<file path="src/rtl/vga_timing_gen.sv">
// vga_timing_gen
//   Dual-mode VGA raster timing generator. Produces horizontal/vertical pixel
//   counters, sync pulses with per-mode polarity, display enable and
//   line/frame start strobes. The requested mode is sampled on the last
//   enabled pixel of a frame and takes effect at the following origin.
//
// Ports
//   clk_25mhz      in   pixel clock
//   reset          in   synchronous active-high reset (returns to mode 0, origin)
//   ce             in   pixel advance enable; all state holds while low
//   mode_sel       in   requested mode, sampled only at end of frame
//   mode           out  mode currently in effect
//   h_count        out  horizontal position
//   v_count        out  vertical position
//   hsync          out  horizontal sync, polarity per active mode
//   vsync          out  vertical sync, polarity per active mode
//   display_enable out  high inside the visible area
//   line_start     out  one enabled cycle at h_count==0
//   frame_start    out  one enabled cycle at the origin
module vga_timing_gen #(
  parameter int unsigned COUNT_W      = 10,
  parameter int unsigned M0_H_DISPLAY = 640,
  parameter int unsigned M0_H_FRONT   = 16,
  parameter int unsigned M0_H_SYNC    = 96,
  parameter int unsigned M0_H_BACK    = 48,
  parameter int unsigned M0_V_DISPLAY = 480,
  parameter int unsigned M0_V_FRONT   = 10,
  parameter int unsigned M0_V_SYNC    = 2,
  parameter int unsigned M0_V_BACK    = 33,
  parameter bit          M0_H_POL     = 1'b0,
  parameter bit          M0_V_POL     = 1'b0,
  parameter int unsigned M1_H_DISPLAY = 640,
  parameter int unsigned M1_H_FRONT   = 16,
  parameter int unsigned M1_H_SYNC    = 96,
  parameter int unsigned M1_H_BACK    = 48,
  parameter int unsigned M1_V_DISPLAY = 400,
  parameter int unsigned M1_V_FRONT   = 12,
  parameter int unsigned M1_V_SYNC    = 2,
  parameter int unsigned M1_V_BACK    = 35,
  parameter bit          M1_H_POL     = 1'b0,
  parameter bit          M1_V_POL     = 1'b1
) (
  input  logic               clk_25mhz,
  input  logic               reset,
  input  logic               ce,
  input  logic               mode_sel,
  output logic               mode,
  output logic [COUNT_W-1:0] h_count,
  output logic [COUNT_W-1:0] v_count,
  output logic               hsync,
  output logic               vsync,
  output logic               display_enable,
  output logic               line_start,
  output logic               frame_start
);

  typedef enum logic {
    MODE0 = 1'b0,
    MODE1 = 1'b1
  } mode_e;

  // Per-mode thresholds, all precomputed so runtime logic is only compares.
  typedef struct packed {
    logic [COUNT_W-1:0] h_last;
    logic [COUNT_W-1:0] h_disp;
    logic [COUNT_W-1:0] h_ss;
    logic [COUNT_W-1:0] h_se;
    logic [COUNT_W-1:0] v_last;
    logic [COUNT_W-1:0] v_disp;
    logic [COUNT_W-1:0] v_ss;
    logic [COUNT_W-1:0] v_se;
    logic               h_pol;
    logic               v_pol;
  } timing_t;

  localparam timing_t T0 = '{
    h_last: COUNT_W'(M0_H_DISPLAY + M0_H_FRONT + M0_H_SYNC + M0_H_BACK - 1),
    h_disp: COUNT_W'(M0_H_DISPLAY),
    h_ss:   COUNT_W'(M0_H_DISPLAY + M0_H_FRONT),
    h_se:   COUNT_W'(M0_H_DISPLAY + M0_H_FRONT + M0_H_SYNC),
    v_last: COUNT_W'(M0_V_DISPLAY + M0_V_FRONT + M0_V_SYNC + M0_V_BACK - 1),
    v_disp: COUNT_W'(M0_V_DISPLAY),
    v_ss:   COUNT_W'(M0_V_DISPLAY + M0_V_FRONT),
    v_se:   COUNT_W'(M0_V_DISPLAY + M0_V_FRONT + M0_V_SYNC),
    h_pol:  M0_H_POL,
    v_pol:  M0_V_POL
  };

  localparam timing_t T1 = '{
    h_last: COUNT_W'(M1_H_DISPLAY + M1_H_FRONT + M1_H_SYNC + M1_H_BACK - 1),
    h_disp: COUNT_W'(M1_H_DISPLAY),
    h_ss:   COUNT_W'(M1_H_DISPLAY + M1_H_FRONT),
    h_se:   COUNT_W'(M1_H_DISPLAY + M1_H_FRONT + M1_H_SYNC),
    v_last: COUNT_W'(M1_V_DISPLAY + M1_V_FRONT + M1_V_SYNC + M1_V_BACK - 1),
    v_disp: COUNT_W'(M1_V_DISPLAY),
    v_ss:   COUNT_W'(M1_V_DISPLAY + M1_V_FRONT),
    v_se:   COUNT_W'(M1_V_DISPLAY + M1_V_FRONT + M1_V_SYNC),
    h_pol:  M1_H_POL,
    v_pol:  M1_V_POL
  };

  function automatic timing_t timing_of(input mode_e m);
    return (m == MODE1) ? T1 : T0;
  endfunction

  logic [COUNT_W-1:0] h_q, h_d;
  logic [COUNT_W-1:0] v_q, v_d;
  mode_e              mode_q, mode_d;
  logic               hsync_q, hsync_d;
  logic               vsync_q, vsync_d;
  logic               de_q, de_d;
  logic               col0_q, col0_d;
  logic               origin_q, origin_d;

  timing_t            cur_t;
  timing_t            nxt_t;
  logic               hs_act;
  logic               vs_act;

  always_comb begin
    cur_t  = timing_of(mode_q);
    h_d    = h_q;
    v_d    = v_q;
    mode_d = mode_q;

    if (ce) begin
      if (h_q == cur_t.h_last) begin
        h_d = '0;
        if (v_q == cur_t.v_last) begin
          v_d    = '0;
          // Mode is sampled only on the last pixel of the frame, so the new
          // thresholds first apply at the origin and counters stay in range.
          mode_d = mode_e'(mode_sel);
        end else begin
          v_d = v_q + COUNT_W'(1);
        end
      end else begin
        h_d = h_q + COUNT_W'(1);
      end
    end

    // Decode from next-state counters and next mode so the registered
    // outputs line up with h_count/v_count in the same cycle.
    nxt_t    = timing_of(mode_d);
    hs_act   = (h_d >= nxt_t.h_ss) && (h_d < nxt_t.h_se);
    vs_act   = (v_d >= nxt_t.v_ss) && (v_d < nxt_t.v_se);
    hsync_d  = hs_act ? nxt_t.h_pol : ~nxt_t.h_pol;
    vsync_d  = vs_act ? nxt_t.v_pol : ~nxt_t.v_pol;
    de_d     = (h_d < nxt_t.h_disp) && (v_d < nxt_t.v_disp);
    col0_d   = (h_d == '0);
    origin_d = (h_d == '0) && (v_d == '0);
  end

  always_ff @(posedge clk_25mhz) begin
    if (reset) begin
      h_q      <= '0;
      v_q      <= '0;
      mode_q   <= MODE0;
      hsync_q  <= ~M0_H_POL;
      vsync_q  <= ~M0_V_POL;
      de_q     <= 1'b1;
      col0_q   <= 1'b1;
      origin_q <= 1'b1;
    end else begin
      h_q      <= h_d;
      v_q      <= v_d;
      mode_q   <= mode_d;
      hsync_q  <= hsync_d;
      vsync_q  <= vsync_d;
      de_q     <= de_d;
      col0_q   <= col0_d;
      origin_q <= origin_d;
    end
  end

  assign mode           = mode_q;
  assign h_count        = h_q;
  assign v_count        = v_q;
  assign hsync          = hsync_q;
  assign vsync          = vsync_q;
  assign display_enable = de_q;
  // Gating with ce keeps the strobes to one enabled cycle even when the
  // counters sit at column 0 across several disabled cycles.
  assign line_start     = col0_q & ce;
  assign frame_start    = origin_q & ce;

endmodule

</file>
<file path="config.mk">
export PLATFORM = sky130hd
export DESIGN_NAME = vga_timing_gen
export DESIGN_NICKNAME = d
export VERILOG_FILES = /design/src/rtl/vga_timing_gen.sv
export SDC_FILE = /design/constraint.sdc
export NUM_CORES = 1
export LEC_CHECK = 0
export ABC_AREA = 1
export ABC_CLOCK_PERIOD_IN_PS = 3050
export CAP_MARGIN = 10
export CORE_ASPECT_RATIO = 0.7
export CORE_MARGIN = 10
export CORE_UTILIZATION = 36
export CTS_CLUSTER_DIAMETER = 30
export CTS_CLUSTER_SIZE = 25
export DETAILED_ROUTE_END_ITERATION = 10
export PLACE_DENSITY_LB_ADDON = 0.12
export SLEW_MARGIN = 10
export SYNTH_ARGS = -nofsm -noshare
export SYNTH_HDL_FRONTEND = slang
export SYNTH_SLANG_ARGS = --single-unit
export TNS_END_PERCENT = 50
</file>
<file path="constraint.sdc">
create_clock -name clk_25mhz -period 3.05 [get_ports clk_25mhz]
set_input_delay 0.61 -clock clk_25mhz [delete_from_list [all_inputs] [get_ports clk_25mhz]]
set_output_delay 0.61 -clock clk_25mhz [all_outputs]
set_load 0.1 [all_outputs]
</file>
==> results of run 1 <==
==> cells in the final DEF, fill, tap and decap left out, types with 3 or more instances in the layout <==
master           synthesis  layout
inv_2                    3       3
nand4_1                 10      10
ha_1                     8       8
nand3_1                 32      32
buf_4                    0      31
clkdlybuf4s50_1          0       3
a21oi_1                  6       6
inv_1                   42      42
nor2_1                  56      56
clkbuf_8                 0       4
nand3b_1                 3       3
o21ai_0                  6       6
nand2_2                  3       3
nor3_1                   5       5
nand2_1                 68      68
dfxtp_1                 26      24
==> worst max-delay path by stage <==
stage,startpoint,end,cells after the start
2_1_floorplan,h_count[2]$_SDFF_PP0_,vsync$_SDFF_PP1_,16
3_3_place_gp,ce,vsync$_SDFF_PP1_,17
3_5_place_dp,ce,vsync$_SDFF_PP1_,17
4_1_cts,ce,vsync$_SDFF_PP1_,17
5_1_grt,h_count[0]$_SDFF_PP0_,vsync$_SDFF_PP1_,18
6_report,ce,vsync$_SDFF_PP1_,17
==> metal layers <==
metal / vias up / part of all wire (%) / routed length [µm]
met5: - / 0 / 0
met4: 0 / 0.46 / 24
met3: 4 / 6.7 / 349
met2: 40 / 37 / 1920
met1: 812 / 56 / 2930
li1: 976 / - / -
==> where the power goes <==
part           internal (W)  leakage (nW)  switching, W
combinational     0.0000240         0.866     0.0000572
clock              0.000116        0.0288      0.000116
sequential         0.000344         0.211    0.00000360
total              0.000484          1.11      0.000177
==> sequential cells by signal (all words and copies together), names as in the netlist <==
register,flops
origin_q,1
mode,1
v_count,10
display_enable,1
vsync,1
col0_q,1
h_count,10
hsync,1
==> area by class of cell <==
class,instances,share of cell area [%]
clock buffers,4,2.52
inverters,45,7.74
multi-input cells,211,47.9
flip-flops and latches,26,24.0
well taps,69,3.96
repair buffers,36,13.9
==> critical path, stage by stage <==
cell and delay (ns):
clkdlybuf4s50_1 0.50, buf_4 0.22, nand2_1 0.07, inv_1 0.16, nand4_1 0.12, nand3_1 0.14
inv_1 0.05, ha_1 0.29, inv_1 0.04, nor2_1 0.07, nand4_1 0.08, nor2_1 0.11
nand2_1 0.07, nor2_2 0.12, nand3_1 0.07, nand2_1 0.07, inv_1 0.03
==> stage by stage <==
| step | instance area (µm²) | utilization, % | hold slack, ns | total power (W) | setup slack, ns |
|---|---|---|---|---|---|
| after CTS | 2180 | 45.9 | 0.595 | 0.000672 | 0.432 |
| after floorplan | 1760 | - | 0.694 | 0.000409 | 0.0367 |
| final | 2180 | 45.9 | 0.601 | 0.000661 | 0.411 |
| after global placement | 2130 | 44.7 | 0.566 | 0.000437 | 0.143 |
| after detailed placement | 2130 | 44.7 | 0.571 | 0.000437 | 0.135 |
| after global routing | 2180 | 45.9 | 0.655 | 0.000691 | 0.00780 |
==> cells by family after synthesis <==
family          synth area share [%]
compound gates                  4.71
xor+xnor                        1.50
fa+ha+maj                       5.71
buf+inv                         10.6
flops                           29.7
simple gates                    47.8
==> impl_table.tex, run 1 <==
\begin{tabular}{lr}
\hline
Metric & Value \\
\hline
\multicolumn{2}{l}{\textbf{Run status}} \\
\quad Outcome & complete, no violations \\
\multicolumn{2}{l}{\textbf{Finish}} \\
\quad Multi-input logic area & between 1000 and 1500 µm² \\
\quad Layout overhead on the synthesized area & 24.5\% \\
\quad Count of filler cells inserted in the layout & $\sim$510 \\
\quad ANT cells & 0 \\
\quad Fraction of layout instances using a drive strength above 1 & $\sim$16\% \\
\quad Post-route non-filler standard cell count & 391 \\
\quad Area of all sequential standard cells & about 520 µm² \\
\quad Post-layout nets & around 340 \\
\multicolumn{2}{l}{\textbf{Yosys}} \\
\quad Number of synthesized flops with an enable pin & 0 \\
\quad FF+latch count, synth & 26 \\
\quad Number of distinct library cells after synthesis & 27 \\
\quad Most common cell in the synthesized netlist & nand2\_1 \\
\quad Syn Nets & between 200 and 300 \\
\quad Post-synthesis instance area & about 1800 µm² \\
\quad Area fraction of the dominant cell type after synthesis & 29.7\% \\
\quad Async set-reset flop share out of synthesis & 0\% \\
\quad Sequential area share after synthesis & between 20\% and 30\% \\
\quad Top cells by area in the synthesized netlist & dfxtp\_1 (30\%), nand2\_1 (15\%), nor2\_1 (12\%) \\
\quad Cell taking the most area after synthesis & dfxtp\_1 \\
\quad Leading post-synthesis cells by instance count & nand2\_1 (68), nor2\_1 (56), inv\_1 (42) \\
\quad Synthesis Warnings & 0 \\
\quad Cell count after synthesis & approximately 290 \\
\quad Top\_reg\_cell synth & dfxtp\_1 \\
\quad Syn avg cell area & between 6 and 7 µm² \\
\multicolumn{2}{l}{\textbf{Clock tree}} \\
\quad Clock tree from TritonCTS & built \\
\quad Hold\_buf cts & 0 \\
\quad Later-pin clock latency in the skew report & between 0.2 and 0.3 ns \\
\quad Post-CTS Setup Repair Bufs & 0 \\
\quad Max Root-Sink Buffers & 2 \\
\quad Clock slew at reported path FFs & $\sim$0.1 ns \\
\quad Count of cells resized by post-cts repair & 0 \\
\quad Htree depth & 1 \\
\quad Number of clock sinks & 26 \\
\quad Cell at the root of the clock tree & clkbuf\_8 \\
\quad Number of buffers added by the clock tree synthesis step & 3 \\
\multicolumn{2}{l}{\textbf{Floorplan}} \\
\quad I/O pin count & 30 \\
\quad Initial core utilization & between 30\% and 40\% \\
\quad Number of cell rows & 21 \\
\quad Die X & 103 µm \\
\quad Die height & 78.4 µm \\
\quad Area inside the core boundary & 4760 µm² \\
\quad Area of the die & a little over 8000 µm² \\
\multicolumn{2}{l}{\textbf{Timing}} \\
\quad Post-Route Setup TNS & 0 ns \\
\quad Share of the clock period used by the worst path & 86.5\% \\
\quad Max Clk Rate & between 300 and 400 MHz \\
\quad Setup-failing EPs final & 0 \\
\quad Actual transition at the worst max-transition pin & 0.516 ns \\
\quad Pins over their slew limit & 0 \\
\quad Worst slew margin & 65.5\% \\
\quad Number of hold-slack violations in the final timing report & 0 \\
\quad Setup skew after layout & between 0.005 and 0.006 ns \\
\quad Unrepaired setup endpoints after global routing & false \\
\quad Minimum clock period after layout & between 2 and 3 ns \\
\multicolumn{2}{l}{\textbf{Critical path}} \\
\quad Setup slack of the most critical reg-to-reg path & 0.45 ns \\
\quad Critical path capture point type & register \\
\quad Critical path launch point type & input port \\
\quad FF-to-FF path depth & 18 \\
\quad Worst reg2reg path startpoint & h\_count[0]\$\_SDFF\_PP0\_ \\
\quad Reg2Reg Capture Point & vsync\$\_SDFF\_PP1\_ \\
\quad Critical path peak fanout & 14 \\
\quad WP data arrival & approximately 2.8 ns \\
\quad Data required, critical path & roughly 3.2 ns \\
\quad Critical path start-end classification & input port to register \\
\multicolumn{2}{l}{\textbf{Detailed routing}} \\
\quad Number of detailed-routing iterations run before antenna repair & 5 \\
\quad Detailed-route DRC error count & 0 \\
\quad Total via count in the routed design & about 1800 \\
\quad WL/cell & about 13 µm \\
\quad Final ANT Viol Nets & 0 \\
\quad Routed Wire Length & approximately 5.2 mm \\
\quad Detail-routed via count per cell & 4.69 \\
\quad Number of violations reported at the end of detailed-routing iteration 0 & a little over 200 \\
\multicolumn{2}{l}{\textbf{Job}} \\
\quad Reported max-cap violation count & 0 \\
\multicolumn{2}{l}{\textbf{GRT}} \\
\quad Global route hottest layer & met1 \\
\quad Number of antenna violations at the first check in global routing & 0 \\
\quad All-Layer GR Usage & a little over an eighth \\
\quad Wire length of the first global-routing pass & 8.78 mm \\
\quad Overall overflow remaining after global route & 0 \\
\quad Met2 Use GR & 17.9\% \\
\quad Met1 usage in global routing & a little over a fifth \\
\quad Vias in the first global route & $\sim$1700 \\
\quad Largest net degree at the start of global routing & 15 \\
\quad GR Layer Usage met3 & between 3 and 4\% \\
\multicolumn{2}{l}{\textbf{Min path}} \\
\quad Hold EP & h\_count[1]\$\_SDFF\_PP0\_ \\
\quad Worst hold start & h\_count[1]\$\_SDFF\_PP0\_ \\
\quad Worst hold-check path type & register to register \\
\quad Number of cells traversed by the worst hold path & 2 \\
\multicolumn{2}{l}{\textbf{Power}} \\
\quad Max IR drop VDD & approximately 0.00016 V \\
\quad Power density over cell area & 303 nW/µm² \\
\quad Static leakage & about 1.1 nW \\
\multicolumn{2}{l}{\textbf{Placed design}} \\
\quad DP Wirelength & approximately 4.3 mm \\
\quad Cell count after placement & around 390 \\
\quad Quantity of I/O buffers inserted on ports & 29 \\
\quad Routability Congestion & 0.922 \\
\hline
\end{tabular}
Note: power is estimated with default switching activity, not from simulation.
==> run 2, diff against run 1 <==
PLACE_DENSITY_LB_ADDON = default   (was 0.12)
==> run 2 against run 1 <==
Against the previous run: via count up 1.3%; core utilization is 0.13 points lower; fmax grew 1.9%; global-route usage is 0.067 points lower; critical path depth is 1 lower; clock skew down 0.0013 ns; die area stayed put; cell count is the same; sequential power is essentially flat; non-clock buffer count is 1 higher.
==> impl_table.tex, run 2 (synthesis results as in run 1) <==
\begin{tabular}{lr}
\hline
Metric & Value \\
\hline
\multicolumn{2}{l}{\textbf{Min path}} \\
\quad Worst hold-check path type & register to register \\
\multicolumn{2}{l}{\textbf{Critical path}} \\
\quad Critical path launch point type & input port \\
\quad CP Cell Sequence & clkdlybuf4s50\_1 -> inv\_2 -> nor3\_4 -> nand2\_4 -> nand2\_2 -> nand2\_2 -> ha\_1 -> inv\_1 -> nor2\_1 -> nand4\_1 -> nor2\_1 -> nand2\_1 -> nor2\_2 -> nand3\_1 -> nand2\_1 -> inv\_1 \\
\quad Maximum single-stage delay on the critical path & 0.49 ns (about the same) \\
\quad Buffers plus inverters on the worst setup path & 4 (-2) \\
\quad WP data arrival & 2.77 ns (-0.06 ns) \\
\quad Critical path start-end classification & input port to register \\
\quad Delay-heaviest family, CP & simple AND/OR/NAND/NOR gates \\
\quad Data required, critical path & 3.24 ns (about the same) \\
\quad Slowest cell on crit path & clkdlybuf4s50\_1 \\
\quad Critical path capture point type & register \\
\quad Critical path peak fanout & 8 (-6) \\
\multicolumn{2}{l}{\textbf{Floorplan}} \\
\quad Initial core utilization & 36.9\% (unchanged) \\
\quad Number of cell rows & 21 (unchanged) \\
\quad Area inside the core boundary & 4760 µm² (unchanged) \\
\quad Area of the die & 8100 µm² (unchanged) \\
\quad I/O pin count & 30 (unchanged) \\
\quad Die X & 103 µm (unchanged) \\
\quad Die height & 78.4 µm (unchanged) \\
\multicolumn{2}{l}{\textbf{GRT}} \\
\quad All-Layer GR Usage & 13.4\% (-0.067 points) \\
\quad Vias in the first global route & 1698 (-2.9\%) \\
\quad Overall overflow remaining after global route & 0 (unchanged) \\
\quad Number of antenna violations at the first check in global routing & 0 (unchanged) \\
\quad Largest net degree at the start of global routing & 17 (+2) \\
\quad Wire length of the first global-routing pass & 8.67 mm (-1.3\%) \\
\multicolumn{2}{l}{\textbf{Finish}} \\
\quad Post-layout nets & 336 (+0.30\%) \\
\quad Count of filler cells inserted in the layout & 497 (-2.4\%) \\
\quad Post-route non-filler standard cell count & 391 (unchanged) \\
\quad Layout overhead on the synthesized area & 24.1\% \\
\quad ANT cells & 0 (unchanged) \\
\quad Most frequent cells in the layout & nand2\_1 (68), nor2\_1 (56), inv\_1 (42) \\
\quad Fraction of layout instances using a drive strength above 1 & 16.5\% (unchanged) \\
\quad Leading cell type in the layout, fill and taps excluded & nand2\_1 \\
\quad Finished layout cell area & 2180 µm² (-0.29\%) \\
\multicolumn{2}{l}{\textbf{Timing}} \\
\quad Max Clk Rate & 386 MHz (+1.9\%) \\
\quad Worst slew margin & 51.0\% (-14 points) \\
\quad Setup skew after layout & 0.00373 ns (-0.00134 ns) \\
\quad Pins over their slew limit & 0 (unchanged) \\
\quad Unrepaired setup endpoints after global routing & false \\
\quad Setup-failing EPs final & 0 (unchanged) \\
\quad Hold WS & 0.593 ns (-0.00743 ns) \\
\quad Minimum clock period after layout & 2.59 ns (-0.0502 ns) \\
\quad Post-Route Setup TNS & 0 ns (unchanged) \\
\quad Share of the clock period used by the worst path & 84.9\% (-1.6 points) \\
\quad Final worst setup slack & 0.461 ns (+0.0502 ns) \\
\quad Actual transition at the worst max-transition pin & 0.733 ns (+0.216 ns) \\
\quad Number of hold-slack violations in the final timing report & 0 (unchanged) \\
\multicolumn{2}{l}{\textbf{Detailed routing}} \\
\quad Detailed-route DRC error count & 0 (unchanged) \\
\quad Number of violations reported at the end of detailed-routing iteration 0 & 173 (-16\%) \\
\quad Detail-routed via count per cell & 4.75 (+1.3\%) \\
\quad Number of detailed-routing iterations run before antenna repair & 4 (-1) \\
\quad WL/cell & 13.8 µm (+3.4\%) \\
\quad Routed Wire Length & 5.39 mm (+3.4\%) \\
\quad Final ANT Viol Nets & 0 (unchanged) \\
\quad Total via count in the routed design & 1856 (+1.3\%) \\
\multicolumn{2}{l}{\textbf{Clock tree}} \\
\quad Number of clock sinks & 26 (unchanged) \\
\quad Clock slew at reported path FFs & 0.09 ns (about the same) \\
\quad Post-CTS Setup Repair Bufs & 0 (unchanged) \\
\quad Htree depth & 1 (unchanged) \\
\quad Clock tree from TritonCTS & built \\
\quad Hold\_buf cts & 0 (unchanged) \\
\quad Max Root-Sink Buffers & 2 (unchanged) \\
\quad Later-pin clock latency in the skew report & 0.27 ns (about the same) \\
\quad Count of cells resized by post-cts repair & 0 (unchanged) \\
\quad Cell at the root of the clock tree & clkbuf\_8 \\
\quad Number of buffers added by the clock tree synthesis step & 3 (unchanged) \\
\multicolumn{2}{l}{\textbf{Power}} \\
\quad Max IR drop VDD & 0.000163 V (+4.8\%) \\
\quad Static leakage & 1.11 nW (about the same) \\
\quad Power density over cell area & 290 nW/µm² (-4.3\%) \\
\multicolumn{2}{l}{\textbf{Placed design}} \\
\quad Worst setup slack before clock tree synthesis & 0.160 ns (+0.0248 ns) \\
\quad Post-placement cell area & 2130 µm² (+0.35\%) \\
\quad Cell count after placement & 388 (+0.26\%) \\
\quad Routability Congestion & 0.885 (-4.0\%) \\
\quad Quantity of I/O buffers inserted on ports & 29 (unchanged) \\
\quad DP Wirelength & 4.36 mm (+2.2\%) \\
\multicolumn{2}{l}{\textbf{Run status}} \\
\quad Outcome & complete, no violations \\
\multicolumn{2}{l}{\textbf{Job}} \\
\quad Reported max-cap violation count & 0 (unchanged) \\
\hline
\end{tabular}
[run 2: changes by cell type in the layout (fill, tap and decap cells not counted), sizes merged]
cell    delta
clkbuf     -1
buf        +1
[run 2: metrics by stage]
stage	power, W	util [%]
after floorplan	0.000409	-
after detailed placement	0.000438	44.9
final	0.000631	45.8
after CTS	0.000637	45.8
after global placement	0.000438	44.9
after global routing	0.000653	45.8
[run 2: final cells by class]
class                           instances  area, µm²  share of cell area [%]
Inverter                               45        169                    7.76
Multi-Input combinational cell        211       1050                    48.1
Clock buffer                            3       41.3                    1.90
Tap cell                               69       86.3                    3.97
Sequential cell                        26        523                    24.0
Timing Repair Buffer                   37        310                    14.3
[run 2: final timing paths]
kind	slack (ns)	startpoint	cells after the start	endpoint
setup reg to reg	0.51	h_count[0]$_SDFF_PP0_	18	vsync$_SDFF_PP1_
hold / removal	0.59	h_count[1]$_SDFF_PP0_	2	h_count[1]$_SDFF_PP0_
setup / recovery	0.46	ce	16	vsync$_SDFF_PP1_
hold reg to reg	0.59	h_count[1]$_SDFF_PP0_	2	h_count[1]$_SDFF_PP0_
[run 2: metal layers]
layer / vias up / GRT usage [%] / wire [µm]
li1: 976 / - / -
met1: 816 / 20.7 / 2860
met2: 62 / 17.6 / 2050
met3: 2 / 3.67 / 448
met4: 0 / 2.49 / 33
met5: - / 0 / 0
[run 2: power by group]
part	internal, W	total, W	switching [W]
clock	0.0000888	0.000201	0.000112
combinational	0.0000240	0.0000820	0.0000579
sequential	0.000344	0.000348	0.00000334
total	0.000457	0.000631	0.000174
[run 2: tightest hold or removal path, delay by kind of cell (launching register included)]
kind / cells / cell delay (ns)
AND/OR/NAND/NOR: 1 / 0.08
flip-flops: 1 / 0.37
AO/OA/AOI/OAI: 1 / 0.11
==> run 3, diff against run 2 <==
ABC_CLOCK_PERIOD_IN_PS = 2400   (was 3050)
clock period = 2.4 ns   (was 3.05 ns; I/O delays follow)
==> run 3 against run 2 <==
Against the previous run: cell area grew 14%; die area is the same; worst setup slack lost 0.38 ns; register-to-register slack lost 0.43 ns; critical path type is now register to register.
==> impl_table.tex, run 3 (synthesis results as in run 1) <==
\begin{tabular}{lr}
\hline
Metric & Value \\
\hline
\multicolumn{2}{l}{\textbf{Run status}} \\
\quad Outcome & complete, no violations \\
\multicolumn{2}{l}{\textbf{Timing}} \\
\quad Max Clk Rate & roughly 430 MHz \\
\quad Setup-failing EPs final & 0 (unchanged) \\
\quad Final worst setup slack & 0.0848 ns (-0.376 ns) \\
\quad Pins over their slew limit & 0 (unchanged) \\
\quad Actual transition at the worst max-transition pin & 0.323 ns (-0.410 ns) \\
\quad Share of the clock period used by the worst path & 96.5\% \\
\quad Minimum clock period after layout & approximately 2.3 ns \\
\quad Unrepaired setup endpoints after global routing & true \\
\quad Setup skew after layout & 0.00273 ns (-0.00100 ns) \\
\quad Number of hold-slack violations in the final timing report & 0 (unchanged) \\
\quad Worst slew margin & 78.3\% (+27 points) \\
\multicolumn{2}{l}{\textbf{Placed design}} \\
\quad Quantity of I/O buffers inserted on ports & 29 (unchanged) \\
\quad Worst setup slack before clock tree synthesis & -0.157 ns (-0.317 ns) \\
\quad Routability Congestion & 0.936 (+5.8\%) \\
\quad Cell count after placement & 407 (+4.9\%) \\
\quad DP Wirelength & 4.38 mm (+0.40\%) \\
\multicolumn{2}{l}{\textbf{Critical path}} \\
\quad Critical path start-end classification & register to register \\
\quad Critical path launch point type & register \\
\quad Critical path peak fanout & 6 (-2) \\
\quad CP Cell Sequence & inv\_1 -> ha\_2 -> nand2\_1 -> nor2\_2 -> nand2\_2 -> nor2\_4 -> nand2\_4 -> nand2\_4 -> nand2\_4 -> ha\_4 -> inv\_2 -> nor2\_2 -> nand4\_1 -> nor2\_1 -> nand2\_1 -> nor2\_2 -> nand3\_1 -> nand2\_1 -> inv\_1 \\
\quad Slowest cell on crit path & dfxtp\_4 \\
\quad Maximum single-stage delay on the critical path & 0.37 ns (-0.12 ns) \\
\quad Delay-heaviest family, CP & simple AND/OR/NAND/NOR gates \\
\quad WP data arrival & 2.50 ns (-0.27 ns) \\
\quad Buffers plus inverters on the worst setup path & 3 (-1) \\
\quad Data required, critical path & 2.59 ns (-0.65 ns) \\
\quad Critical path capture point type & register \\
\multicolumn{2}{l}{\textbf{Finish}} \\
\quad Fraction of layout instances using a drive strength above 1 & 31.5\% (+15 points) \\
\quad Post-route non-filler standard cell count & 418 (+6.9\%) \\
\quad Most frequent cells in the layout & nand2\_1 (67), buf\_4 (58), nor2\_1 (52) \\
\quad Layout overhead on the synthesized area & 41.9\% \\
\quad Post-layout nets & 362 (+7.7\%) \\
\quad ANT cells & 0 (unchanged) \\
\quad Leading cell type in the layout, fill and taps excluded & nand2\_1 \\
\multicolumn{2}{l}{\textbf{Power}} \\
\quad Max IR drop VDD & 0.000199 V (+22\%) \\
\quad Power density over cell area & 339 nW/µm² (+17\%) \\
\quad Static leakage & 1.25 nW (+13\%) \\
\quad Overall power after layout & 0.000844 W (+34\%) \\
\multicolumn{2}{l}{\textbf{Clock tree}} \\
\quad Hold\_buf cts & 0 (unchanged) \\
\quad Number of clock sinks & 26 (unchanged) \\
\quad Htree depth & 1 (unchanged) \\
\quad Max Root-Sink Buffers & 2 (unchanged) \\
\quad Later-pin clock latency in the skew report & 0.28 ns (about the same) \\
\quad Clock tree from TritonCTS & built \\
\quad Number of buffers added by the clock tree synthesis step & 3 (unchanged) \\
\quad Clock slew at reported path FFs & 0.09 ns (about the same) \\
\quad Cell at the root of the clock tree & clkbuf\_8 \\
\multicolumn{2}{l}{\textbf{Detailed routing}} \\
\quad Detailed-route DRC error count & 0 (unchanged) \\
\quad WL/cell & 12.9 µm (-6.6\%) \\
\quad Wire length on met3 & 448 µm (unchanged) \\
\quad Final ANT Viol Nets & 0 (unchanged) \\
\quad Wire length on met2 & 2.12 mm (+3.1\%) \\
\quad Routed Wire Length & 5.39 mm (-0.15\%) \\
\quad Detail-routed via count per cell & 4.62 (-2.6\%) \\
\quad Total via count in the routed design & 1933 (+4.1\%) \\
\quad Met1 Routed Length & 2.79 mm (-2.5\%) \\
\quad Highest metal layer used by the detailed router & met4 \\
\quad Number of detailed-routing iterations run before antenna repair & 4 (unchanged) \\
\quad Number of violations reported at the end of detailed-routing iteration 0 & 190 (+9.8\%) \\
\multicolumn{2}{l}{\textbf{Job}} \\
\quad Reported max-cap violation count & 0 (unchanged) \\
\multicolumn{2}{l}{\textbf{Floorplan}} \\
\quad Area of the die & 8100 µm² (unchanged) \\
\quad Number of cell rows & 21 (unchanged) \\
\quad Area inside the core boundary & 4760 µm² (unchanged) \\
\quad I/O pin count & 30 (unchanged) \\
\quad Die height & 78.4 µm (unchanged) \\
\quad Initial core utilization & 36.9\% (unchanged) \\
\quad Die X & 103 µm (unchanged) \\
\multicolumn{2}{l}{\textbf{GRT}} \\
\quad Largest net degree at the start of global routing & 15 (-2) \\
\quad Number of antenna violations at the first check in global routing & 0 (unchanged) \\
\quad All-Layer GR Usage & 13.3\% (-0.13 points) \\
\quad Wire length of the first global-routing pass & 8.71 mm (+0.47\%) \\
\quad Vias in the first global route & 1796 (+5.8\%) \\
\quad Overall overflow remaining after global route & 0 (unchanged) \\
\multicolumn{2}{l}{\textbf{Min path}} \\
\quad Worst hold-check path type & register to register \\
\hline
\end{tabular}
==> run 3: area by class of cell <==
type / instances / area [µm²]
inverters: 45 / 169
well taps: 69 / 86.3
flip-flops and latches: 26 / 561
repair buffers: 63 / 508
multi-input cells: 211 / 1110
fillers: 477 / 2270
clock buffers: 4 / 55.1
==> run 3: path summary, 6_finish.rpt <==
check / slack [ns] / end / from / cells past startpoint
min reg2reg: 0.60 / h_count[2]$_SDFF_PP0_ / h_count[2]$_SDFF_PP0_ / 2
max reg2reg: 0.08 / vsync$_SDFF_PP1_ / v_count[0]$_SDFF_PP0_ / 19
min: 0.60 / h_count[2]$_SDFF_PP0_ / h_count[2]$_SDFF_PP0_ / 2
max: 0.08 / vsync$_SDFF_PP1_ / v_count[0]$_SDFF_PP0_ / 19
==> run 3: what timing repair did <==
item / CTS / global route
setup endpoints to repair: 0 / 2
gates resized for setup: 0 / 9
buffers inserted: 0 / 7
==> run 3: where the power goes <==
group / switching (W) / leakage, nW / internal [W]
registers: 0.00000433 / 0.222 / 0.000432
logic: 0.0000761 / 1.00 / 0.0000383
clock network: 0.000147 / 0.0288 / 0.000147
total: 0.000227 / 1.25 / 0.000617
==> run 3: worst register-to-register path, stage by stage (launching register included) <==
cell	delay, ns
dfxtp_4	0.37
inv_1	0.06
ha_2	0.19
nand2_1	0.07
nor2_2	0.15
nand2_2	0.09
nor2_4	0.14
nand2_4	0.09
nand2_4	0.08
nand2_4	0.08
ha_4	0.28
inv_2	0.03
nor2_2	0.09
nand4_1	0.08
nor2_1	0.10
nand2_1	0.07
nor2_2	0.09
nand3_1	0.07
nand2_1	0.06
inv_1	0.03
==> run 3: stage by stage <==
step,hold WS (ns),area [µm²],util (%),setup TNS [ns]
floorplan,0.556,1830,-,-0.138
global placement,0.576,2350,49.5,-0.198
detailed placement,0.584,2350,49.5,-0.273
CTS,0.606,2410,50.7,0
global route,0.655,2490,52.3,-0.184
finish,0.603,2490,52.3,0
==> run 3: metal layers <==
| layer | GRT usage [%] | vias up |
|---|---|---|
| met1 | 20.4 | 842 |
| met5 | 0 | - |
| met2 | 18.1 | 55 |
| met4 | 2.49 | 0 |
| met3 | 2.97 | 2 |
| li1 | - | 1034 |
